`src/rtl/coin_acceptor.sv`:
```
// coin_acceptor
//   Front end for the vending controller. Synchronises and debounces the raw
//   coin-sensor level, measures how long the coin blocks the beam and turns
//   that width into a one-cycle denomination pulse (5 or 10), a one-cycle
//   reject pulse, or a jam level when the beam stays blocked too long.
//
// Ports
//   clk        clock
//   rst        synchronous, active-high reset
//   sense      raw asynchronous sensor level, high while a coin blocks the beam
//   accept_en  gate open; sampled only on the classify edge
//   coin[4:0]  5 or 10 for exactly one cycle, otherwise 0
//   reject     one-cycle pulse: invalid width or gate closed
//   jam        level, sensor blocked for TIMEOUT cycles
//   n_accept / n_reject [15:0]  saturating pulse counters, present only when
//                               COIN_ACCEPTOR_STATS_EN is defined
//
// State table
//   IDLE    | waiting for the debounced level to go high
//   MEASURE | coin in the beam, width counter running
//   JAM     | beam blocked for TIMEOUT cycles, waiting for release
module coin_acceptor #(
  parameter int DEB_CYCLES = 4,
  parameter int MIN5       = 10,
  parameter int MAX5       = 19,
  parameter int MIN10      = 20,
  parameter int MAX10      = 39,
  parameter int TIMEOUT    = 63
) (
  input  logic       clk,
  input  logic       rst,
  input  logic       sense,
  input  logic       accept_en,
  output logic [4:0] coin,
  output logic       reject,
  output logic       jam
`ifdef COIN_ACCEPTOR_STATS_EN
  ,
  output logic [15:0] n_accept,
  output logic [15:0] n_reject
`endif
);

  localparam int DW = (DEB_CYCLES > 2) ? $clog2(DEB_CYCLES) : 1;
  localparam logic [DW-1:0] DEB_LAST = DW'(DEB_CYCLES - 1);
  localparam logic [7:0] MIN5_W    = 8'(MIN5);
  localparam logic [7:0] MAX5_W    = 8'(MAX5);
  localparam logic [7:0] MIN10_W   = 8'(MIN10);
  localparam logic [7:0] MAX10_W   = 8'(MAX10);
  localparam logic [7:0] TIMEOUT_W = 8'(TIMEOUT);

  typedef enum logic [1:0] {
    IDLE    = 2'd0,
    MEASURE = 2'd1,
    JAM     = 2'd2
  } state_t;

  state_t          state;
  logic            s1, s2;
  logic            db;
  logic [DW-1:0]   deb_cnt;
  logic [7:0]      w;
  logic [7:0]      w_inc;
  logic            in5, in10;

  assign w_inc = w + 8'd1;
  assign in5   = (w >= MIN5_W)  && (w <= MAX5_W);
  assign in10  = (w >= MIN10_W) && (w <= MAX10_W);

  // Synchroniser and debouncer. The counter only runs while the synchronised
  // level disagrees with db; any agreement clears it, so a glitch shorter
  // than DEB_CYCLES never reaches db.
  always_ff @(posedge clk) begin
    if (rst) begin
      s1      <= 1'b0;
      s2      <= 1'b0;
      db      <= 1'b0;
      deb_cnt <= '0;
    end else begin
      s1 <= sense;
      s2 <= s1;
      if (s2 != db) begin
        if (deb_cnt == DEB_LAST) begin
          db      <= s2;
          deb_cnt <= '0;
        end else begin
          deb_cnt <= deb_cnt + 1'b1;
        end
      end else begin
        deb_cnt <= '0;
      end
    end
  end

  // Width measurement and classification. coin/reject default low every
  // cycle so each is a single-cycle pulse on the classify edge.
  always_ff @(posedge clk) begin
    if (rst) begin
      state  <= IDLE;
      w      <= 8'd0;
      coin   <= 5'd0;
      reject <= 1'b0;
      jam    <= 1'b0;
    end else begin
      coin   <= 5'd0;
      reject <= 1'b0;
      case (state)
        IDLE: begin
          if (db) begin
            state <= MEASURE;
            w     <= 8'd1;
          end
        end
        MEASURE: begin
          if (db) begin
            w <= w_inc;
            // Entering JAM here keeps w well below its 8-bit limit.
            if (w_inc == TIMEOUT_W) begin
              state <= JAM;
              jam   <= 1'b1;
            end
          end else begin
            state <= IDLE;
            if (!accept_en)
              reject <= 1'b1;
            else if (in5)
              coin <= 5'd5;
            else if (in10)
              coin <= 5'd10;
            else
              reject <= 1'b1;
          end
        end
        JAM: begin
          if (!db) begin
            state <= IDLE;
            jam   <= 1'b0;
          end
        end
        default: begin
          state <= IDLE;
          jam   <= 1'b0;
        end
      endcase
    end
  end

`ifdef COIN_ACCEPTOR_STATS_EN
  always_ff @(posedge clk) begin
    if (rst) begin
      n_accept <= 16'd0;
      n_reject <= 16'd0;
    end else begin
      if ((coin != 5'd0) && (n_accept != 16'hFFFF))
        n_accept <= n_accept + 16'd1;
      if (reject && (n_reject != 16'hFFFF))
        n_reject <= n_reject + 16'd1;
    end
  end
`endif

endmodule

```
`config.mk`:
```
export PLATFORM = sky130hd
export DESIGN_NAME = coin_acceptor
export DESIGN_NICKNAME = d
export VERILOG_FILES = /design/src/rtl/coin_acceptor.sv
export SDC_FILE = /design/constraint.sdc
export NUM_CORES = 1
export LEC_CHECK = 0
export ABC_AREA = 0
export BUFFER_PORTS_ARGS = -buffer_cell sky130_fd_sc_hd__buf_2
export CORE_MARGIN = 10
export CORE_UTILIZATION = 30
export CTS_CLUSTER_DIAMETER = 120
export DETAILED_ROUTE_END_ITERATION = 6
export GPL_ROUTABILITY_DRIVEN = 1
export SYNTH_ARGS = -nofsm -noshare
export SYNTH_HDL_FRONTEND = slang
export SYNTH_SLANG_ARGS = --single-unit
export TNS_END_PERCENT = 10
```
`constraint.sdc`:
```
create_clock -name clk -period 3.9 [get_ports clk]
set_clock_uncertainty 0.15 [all_clocks]
set_input_delay 0.78 -clock clk [delete_from_list [all_inputs] [get_ports clk]]
set_output_delay 0.78 -clock clk [all_outputs]
set_load 0.02 [all_outputs]
```
==> run summary, run 1 <==
Among all cell types in the netlist, the one instantiated most often is dfxtp_1. Clock tree synthesis selected as its root buffer the cell clkbuf_4. Global routing consumed, over all layers together, 5.75% of the routing resources.

The mean instance size in the synthesized netlist is 9.16 um^2, and the worst endpoint data arrival time is 1.80 ns. After detailed routing, the number of vias per cell comes to 4.60. The number of global-route vias before repair came out at 623. The switching power is 0.0655 mW, and the number of nets still failing antenna checks after routing is 0.

The later pin in the worst-skew pair is clocked with a latency of 0.30 ns. Clock period minus final worst setup slack: 1.77 ns. TritonCTS built the clock tree. The post-route clock period utilization was 45.4%.

The tools report the number of instances resized during post-cts repair as 0. Of all cell types, the one taking the most synthesized area is dfxtp_1. The startpoint class of the critical path is a flop. The initial core utilization was 32.2%. At the worst endpoint, the required time is 3.92 ns. The tools report the number of sinks driven by the clock tree as 19. The critical-path cell with the highest stage delay was dfxtp_1. Setup violations remaining at the end of the flow were counted as 0. The number of diodes added for antenna fixing is 0, and the synthesis-to-finish area growth is 4.22%. Worst min-delay path class: reg2reg. The first global-routing pass estimated 2900 um of wire.

The switching fraction of total power is 21.7%, and the highest clock frequency the design can meet is 0.564 GHz. Setup slack on the worst reg-to-reg path comes out at 2.13 ns. Counting the buffers created by CTS gives 3.

Per report_power, the clock group accounts for 32.7% of the total. In the routed design, unresolved DRC markers number 0. The tools report the worst hold slack as 0.278 ns. The maximum number of pins on one net before global-route repair is 20. For the maximum clock insertion buffer count, the log shows 2. Power spread over the standard cell area amounts to 287 nW/um^2. For the max-cap violation count, the log shows 0. For this design, the CTS-stage hold fixing added 0 buffers. Measured along the x axis, the die boundary spans 77.9 um.

The run finished with clean final reports. The run gives 2.3% as the combinational group share of total power. The total overflow left after global routing is 0. The leakage power came out at 0.404 nW.

The signal on the critical path passes through ha_1 > xnor2_1 > nor3_1 > nand4_1 > nor3b_2. The endpoint of the worst register-to-register path was state[0]. The internal portion of the total power is 0.236 mW. The count of buffers added on input and output ports is 9. The max-slew violation count came out at 0. The post-synthesis sequential element count is 19.

The start-to-end type of the worst setup path was reg2reg. In this run, flip-flops and latches consume 65.0% of the power. The share of flip-flops with an asynchronous set or reset after synthesis is 0%, and the number of placement rows is 20. Setup repair after global routing left no endpoint under its margin. In this run the worst path has a maximum fanout of 9. Global placer's final weighted congestion: 0.875.

The run gives 111 uV as the worst ir drop on vdd. The logs give 6070 um^2 for the full die area and 119 for the post-synthesis net count. The number of cells on the worst reg-to-reg path is 5. The maximum level of the CTS H-tree came out at 1.

After clock tree synthesis, the clock-pin slew on the worst setup and hold paths is 0.11 ns. The hold-critical path depth was 1. The number of distinct standard cells referenced by the synthesized netlist was 40. The beginning of the worst hold path was deb_cnt[0]. For the count of mapped cells out of synthesis, the log shows 110.

For hold timing, the worst endpoint is deb_cnt[0]. STA classifies the critical path endpoint as a flop. For the number of antenna violations at the first check in global routing, the log shows 0. Ranked by instance count, the synthesized netlist is headed by dfxtp_1, nor2_1, nand2_1. Post-CTS setup buffer count: 0.

The Yosys step of the flow raised 0 warnings. Counting flops with a built-in enable in the synthesized netlist gives 0. The die span in y came out at 77.9 um.

The net count of the finished layout is 124. The run gives 37.8% as the share of the yosys chip area belonging to registers. Sorting the synthesized cells by area gives the leading types as dfxtp_1, ha_1, nor2_1. The first TritonRoute pass finished after 4 iterations. The logs give 1300 um for the detailed placer's ending HPWL and 0 ns for the final-layout setup total negative slack. The final hold violation count is 0. The routed layout has 727 vias. The wire length per cell after detailed routing is 10.8 um, and the area of the placeable core is 3130 um^2. In this design, the stage delay of the slowest critical-path cell is 0.53 ns. In this run the critical register-to-register path is launched from w[1]. Summed over its instances, the top area cell type makes up 37.8% of the synthesized netlist area. The ratio of cells with drive above 1 in the final layout works out to 16.7%.

The detailed router finished its first iteration with 22 violations. Area of the mapped netlist: 1010 um^2. In this run the count of I/O pins placed on the die edge is 11. The most used flip-flop cell after synthesis is dfxtp_1. Total wire length: 1710 um.
[cell type report]
cell class                      instances  area [um^2]
Fill cell                             316         2080
Multi-Input combinational cell         79          531
Clock buffer                            3         22.5
Inverter                                3         11.3
Sequential cell                        19          380
Tap cell                               44         55.1
Timing Repair Buffer                    9         45.0
Clock inverter                          1         5.00
[power by group through the flow]
stage | Clock, mW | Sequential, mW | Combinational [mW]
floorplan | 0 | 0.200 | 0.00674
global placement | 0 | 0.200 | 0.00694
detailed placement | 0 | 0.200 | 0.00702
CTS | 0.103 | 0.196 | 0.00699
global route | 0.112 | 0.196 | 0.00775
finish | 0.0986 | 0.196 | 0.00693
[critical path, delay by kind of cell, from the launching register on]
kind                       cells  cell delay, ns
and+or+nand+nor                3            0.55
adders and majority gates      1            0.33
DFF                            1            0.53
xor gates and xnor gates       1            0.09
[worst max path at each step]
| stage | endpoint | slack [ns] | start | cells past startpoint |
|---|---|---|---|---|
| floorplan | reject | 2.27 | w[1] | 6 |
| global placement | coin[0] | 2.13 | rst | 4 |
| detailed placement | reject | 2.13 | w[0] | 7 |
| CTS | reject | 2.12 | w[0] | 7 |
| global route | reject | 1.98 | w[0] | 7 |
| finish | state[0] | 2.13 | w[1] | 5 |
[state kept, by name, indices dropped and copies added, names as in the netlist]
register and cells:
reject 1, s1 1, db 1, w 8, jam 1, s2 1
deb_cnt 2, state 2, coin 2
[logic make-up (layout without fill, tap and decap cells)]
logic type	after synthesis	count (layout)	share of synthesized area, %
and+or+nand+nor	47	47	26.0
adders and majority gates	5	5	6.21
xor gates and xnor gates	5	5	5.09
DFF	19	19	37.8
other	1	1	0.372
muxes	3	3	2.98
AOI/OAI and AO/OA	18	18	12.1
buffers and inverters	12	16	9.56
[cell usage in the layout (no fill, tap or decap), drive strengths merged, types with 2 or more instances in the layout]
cell / instances
xor2: 2
nor3: 3
nor2b: 2
nand4: 4
xnor2: 3
buf: 9
a31oi: 2
mux2i: 3
a21oi: 6
ha: 5
a21o: 2
nand2: 8
clkbuf: 3
o31ai: 2
dfxtp: 19
inv: 3
or3: 2
nor3b: 4
nor2: 16
[metrics by stage]
step                      instance area, um^2  cells  power, mW  util, %  worst slack [ns]
after CTS                                1050    158      0.306     33.6              2.12
final                                    1050    158      0.301     33.6              2.13
after global placement                   1020    154      0.207     32.7              2.13
after floorplan                          1010    110      0.207        -              2.27
after detailed placement                 1020    154      0.207     32.7              2.13
after global routing                     1050    158      0.316     33.6              1.98
[metal layers]
layer	wire [um]	global-route usage, %	part of all wire (%)
met5	0	0	0
met4	20	1.61	1.2
met3	128	3.23	7.5
met2	745	8.46	44
met1	812	7.03	48
(Power assumes the default switching activity.)
==> run 2, diff against run 1 <==
- clock period: 3.9 -> 1.8 ns (I/O delays scaled with it)
==> run 2 against run 1 <==
Non-clock buffer count increased by 7. Sequential cell count unchanged. Combinational power grew 120%. Setup slack got worse by 2.0 ns. First-iteration DRC count is 91% higher. Critical path depth unchanged. Via count grew 7.6%. Clock power rose by 120%. Worst hold slack got worse by 0.18 ns. Wire length grew 14%. Maximum frequency rose by 6.9%. Largest cell class unchanged. Global-route usage rose by 0.70 points.
==> run summary, run 2 (synthesized netlist as in run 1, its figures left out) <==
Across all setup checks in the final design, the least slack found is 0.142 ns. The total CTS buffers is 3. After clock tree synthesis, the clock-pin slew on the worst setup and hold paths is 0.11 ns. The run gives 1100 um^2 as the post-route standard cell area excluding fillers.

Walking the worst path, the cells encountered are and2_4 > nand4_1 > xor2_1 > nand4_1 > o31ai_1. The worst setup path is of the reg2reg kind. The ratio of cells with drive above 1 in the final layout is 21.5%, and the I/O pin total is 11. The most common library cell in the layout ignoring fill and taps was dfxtp_1. Setup repair after global routing left no endpoint under its margin. The full die area is 6070 um^2. After the first detailed-routing iteration, the DRC count stood at 42. Worst min-delay path class: in2reg. The wire length per cell after detailed routing works out to 11.8 um.

The number of placement rows is 20. The analysis attributes to cell leakage a power of 0.439 nW. The number of antenna violations at the first check in global routing came out at 0.

For the maximum clock insertion buffer count, the log shows 2. The detailed placer's ending HPWL was 1450 um. The largest delay contributor family on the critical path was simple AND/OR/NAND/NOR gates. The ratio of routed vias to standard cells is 4.74. The total instance count after detailed placement was 161. The tool flagged a number of max-cap violations equal to 0. The run gives 4 as the number of iterations in the first detailed-routing pass. The final layout contains 131 nets. The run gives 0 as the setup violation total in the final timing report.

Entering global routing, the biggest net connects 20 pins. Summed over all failing endpoints, the final setup total negative slack is 0 ns. The first global-routing pass estimated 3290 um of wire. Total power consumption of the routed design: 0.656 mW. Global routing used 6.45% of the available tracks.

Critical-path cell with the highest stage delay: dfxtp_1. The flip-flop count of the largest register, all copies and words added came out at 8. The final hold violation count is 0. The largest register by flop count is w. The post-route clock period utilization came out at 92.1%.

The most numerous cell type found on the critical path is nand4_1. The count of nets left with antenna violations once routing finished came out at 0. TritonCTS built the clock tree. Across the VDD grid, the largest voltage drop is 247 uV. The die is 77.9 um tall. The worst endpoint data arrival time is 1.73 ns, and the synthesis-to-finish area growth is 9.44%. The worst setup path is captured at a flop. The run finished with clean final reports. The tools report the startpoint class of the critical path as a flop. Summing over every cut layer, the via total after detailed routing is 782. After detailed routing, the number of remaining DRC violations is 0. The clock period minus final worst setup slack is 1.66 ns. The run gives 0.127 ns as the pre-CTS setup slack. The count of buffering cells on the critical path with inverters included came out at 0. The quantity of I/O buffers inserted on ports is 9, and the total grt overflow is 0. Leaving out filler cells and counting taps, the final layout contains 165.

In this run the power density over the cells is 595 nW/um^2. Initial core utilization: 32.2%. Summing all multi-input logic gate instances after layout gives 531 um^2.

The clock reaches the later pin of the worst-skew pair after 0.30 ns. For the global placer's final weighted congestion, the log shows 0.820. The total wire length was 1940 um. The library cells used most frequently in the layout, excluding fill and tap cells, are dfxtp_1, nor2_1, buf_2. The maximum level of the CTS H-tree was 1; the worst-path maximum fanout was 6. In this run the standard cell core region covers 3130 um^2. In the final layout, flip-flops and latches occupy 382 um^2. The tree built by TritonCTS fans out to 19 sinks. The overall die width is 77.9 um, and the total cell area at the placement stage is 1070 um^2. The number of buffers inserted by hold repair at cts is 0, and the max-slew violation count is 0. The number of global-route vias before repair was 744; the number of diodes added for antenna fixing was 0. The root buffer cell chosen for the clock tree is clkbuf_4.

The highest clock frequency the design can meet is 0.603 GHz. The count of filler cells inserted in the layout was 326. The tools report the data required time at the worst endpoint as 1.87 ns.

The largest single stage delay on the critical path is 0.45 ns.
-- run 2: path summary, 6_finish.rpt --
check | start | to | slack (ns) | depth (start not counted)
max | w[3] | state[1] | 0.14 | 5
min | accept_en | reject | 0.09 | 2
max reg2reg | w[3] | state[1] | 0.14 | 5
min reg2reg | deb_cnt[0] | deb_cnt[0] | 0.28 | 1
-- run 2: what timing repair did --
action	4_1_cts	5_1_grt
setup buffers	0	0
setup endpoints to repair	0	1
gates resized for setup	0	1
endpoints found under the hold margin	0	0
-- run 2: layout make-up --
class	count	area share, %
clock buffer	4	2.38
inverter	3	1.02
multi-input combinational	79	48.1
sequential	19	34.6
tap	44	4.99
timing repair buffer	16	8.85
-- run 2: power by group --
part,leakage [nW],switching [mW],internal (mW)
logic,0.270,0.0102,0.00516
clock network,0.0150,0.130,0.0864
registers,0.154,0.00110,0.423
total,0.439,0.141,0.514
-- run 2: layer usage --
metal	global-route usage (%)	part of all wire, %
met4	2.15	1.3
met3	3.34	6.5
met1	7.34	47
met2	10.2	45
met5	0	0
-- run 2: per-stage QoR --
| step | util [%] | hold WS, ns |
|---|---|---|
| 6_report | 35.2 | 0.0933 |
| 5_1_grt | 35.2 | 0.101 |
| 4_1_cts | 35.2 | 0.0922 |
| 3_5_place_dp | 34.4 | 0.261 |
| 3_3_place_gp | 34.4 | 0.256 |
| 2_1_floorplan | - | 0.247 |
==> run 3, diff against run 2 <==
- PLACE_DENSITY: not set -> 0.55
==> run 3 against run 2 <==
Design area decreased by 1.7%. Combinational power about the same. Critical path depth stayed put. Power up 1.7%. Register-to-register slack about the same. Highest routed layer unchanged.
==> run summary, run 3 (synthesized netlist as in run 1, its figures left out) <==
The tools report the clock insertion delay at the later pin of the skew report as 0.31 ns. Compared with the post-synthesis result, the final layout area differs by 7.58%. The number of placement rows is 20. Across all register-to-register paths, the minimum setup slack is 0.14 ns. For this run, global-route usage on met1 was measured as 7.63%. The top cell types in the final layout, fill and taps aside, are dfxtp_1, nor2_1, buf_2. The worst-path maximum fanout came out at 5. In this run the standard cell core region covers 3130 um^2. Across the run, the number of max-cap violations was 0. For this run the aggregate overflow at the end of global routing stands at 0. The pre-CTS setup slack is 0.134 ns. The number of DRC markers in iteration 0 was 26. For the global-route track usage on met2, the log shows 9.54%. The element type at the critical path end was a flop. The number of global-route vias before repair came out at 701.

The power density over the cells was 615 nW/um^2; the number of antenna violations at the first check in global routing was 0. Die span in y: 77.9 um. Along the worst hold path, the cell count comes to 2.

The ratio of routed vias to standard cells works out to 4.64. The most critical setup path has its endpoint at jam. The logs give 1850 um for the total wire length and 1 for the maximum level of the CTS H-tree.

Detailed placer's ending HPWL: 1370 um. The number of nets still failing antenna checks after routing is 0, and the highest clock frequency the design can meet is 0.604 GHz. The register with the most flip-flops in the layout has 8 of them. After detailed routing, the average wire length per cell comes to 11.4 um.

Setup repair after global routing left no endpoint under its margin. The critical path is of the reg2reg type. Counting cells, the worst reg-to-reg path comes to 5.

Worst hold slack: 0.0892 ns. The quantity of I/O buffers inserted on ports was 9; the clock period minus final worst setup slack was 1.66 ns. The final-layout setup total negative slack is 0 ns, and the number of diodes added for antenna fixing is 0.

The setup violation total in the final timing report is 0. The tightest min-delay check is of the in2reg type. For the max-slew violation count, the log shows 0. STA classifies the critical path startpoint as a flop.

The number of hold buffers added after CTS was 0. The overall die width came out at 77.9 um. Maximum number of pins on one net before global-route repair: 20.

The final critical path takes up 92.0% of the cycle. Setup slack on the critical path of the routed design comes to 0.145 ns. In this run the most used layer during global routing was met2.

The logs give 1.73 ns for the worst endpoint data arrival time and 185 uV for the worst ir drop on vdd. The global placer's final weighted congestion was 0.854. Data required time at the worst endpoint: 1.88 ns. The endpoint identified for the worst register-to-register timing path is jam. In the global route stage, met3 resource usage came out at 1.38%. The number of sinks driven by the clock tree was 19. For this run, design rule violations remaining after detail routing come to 0. The start of the worst register-to-register path is w[1]. Ranked by flip-flop count, first place goes to w. Global-route wire length before repair: 3160 um. Once the floorplan was initialized, standard cells occupied 32.2% of the core. The total CTS buffers is 3. The floorplan step defined a die boundary enclosing 6070 um^2. After clock tree synthesis, the clock-pin slew on the worst setup and hold paths is 0.12 ns. Leaving out fill and tap cells, the most frequent cell in the layout is dfxtp_1. The flow ran to the end, and the final reports show no timing, DRC or antenna violations. TritonCTS built the clock tree.

The final hold violation count came out at 0. For the number of instances resized during post-cts repair, the log shows 0. For this design the static power due to leakage is 0.422 nW. The maximum clock insertion buffer count came out at 2. The completed layout was analyzed and its total power is 0.667 mW. In this run the count of I/O pins placed on the die edge is 11.

The tree is rooted in a clkbuf_4. After clock tree synthesis, the setup repair step added 0 buffers. In this run the worst setup path begins at w[1]. Count of filler cells inserted in the layout: 335. For this run, the total global-route usage over all layers was measured as 6.25%. The number of iterations in the first detailed-routing pass is 4.

Cells with a size suffix above 1 make up 20.3% of the layout. The via total after detailed routing was 751; the number of nets in the layout was 128.
run 3: cell types whose count changed in the layout (fill, tap and decap cells not counted), sizes merged:
cell | before | now
clkbuf | 4 | 3
buf | 16 | 13
clkinvlp | 0 | 1
run 3: power breakdown:
group	total [mW]	internal (mW)	leakage, nW	switching [mW]
Clock	0.227	0.0848	0.0139	0.143
Combinational	0.0153	0.00515	0.254	0.0101
Sequential	0.424	0.423	0.154	0.00109
Total	0.667	0.513	0.422	0.154
run 3: how the worst min path moves through the flow:
stage | from | endpoint | slack, ns
global route | accept_en | reject | 0.10
floorplan | deb_cnt[0] | deb_cnt[0] | 0.25
CTS | accept_en | reject | 0.07
finish | accept_en | reject | 0.09
detailed placement | deb_cnt[0] | deb_cnt[0] | 0.26
global placement | deb_cnt[0] | deb_cnt[0] | 0.26
run 3: worst max-delay path: stages (launching register included):
cell and delay [ns]:
dfxtp_1 0.42, ha_1 0.28, xnor2_1 0.08, nor3_1 0.24, nand4_1 0.18, o31ai_1 0.22
run 3: stage by stage:
step	utilization, %	instance area (um^2)	cells
2_1_floorplan	-	1010	110
3_3_place_gp	33.6	1050	158
4_1_cts	34.6	1080	162
6_report	34.6	1080	162
3_5_place_dp	33.6	1050	158
5_1_grt	34.6	1080	162
run 3: area by class of cell:
class	count	area (um^2)	area share, %
Clock buffer	3	22.5	2.08
Clock inverter	1	7.51	0.693
Inverter	3	11.3	1.04
Multi-Input combinational cell	79	531	49.0
Sequential cell	19	382	35.2
Tap cell	44	55.1	5.08
Timing Repair Buffer	13	75.1	6.93
run 3: routing by layer:
metal  vias to the layer above  part of all wire (%)
met3                         4                   5.2
met5                         -                     0
met1                       333                    48
li1                        391                     -
met2                        23                    44
met4                         0                   2.6
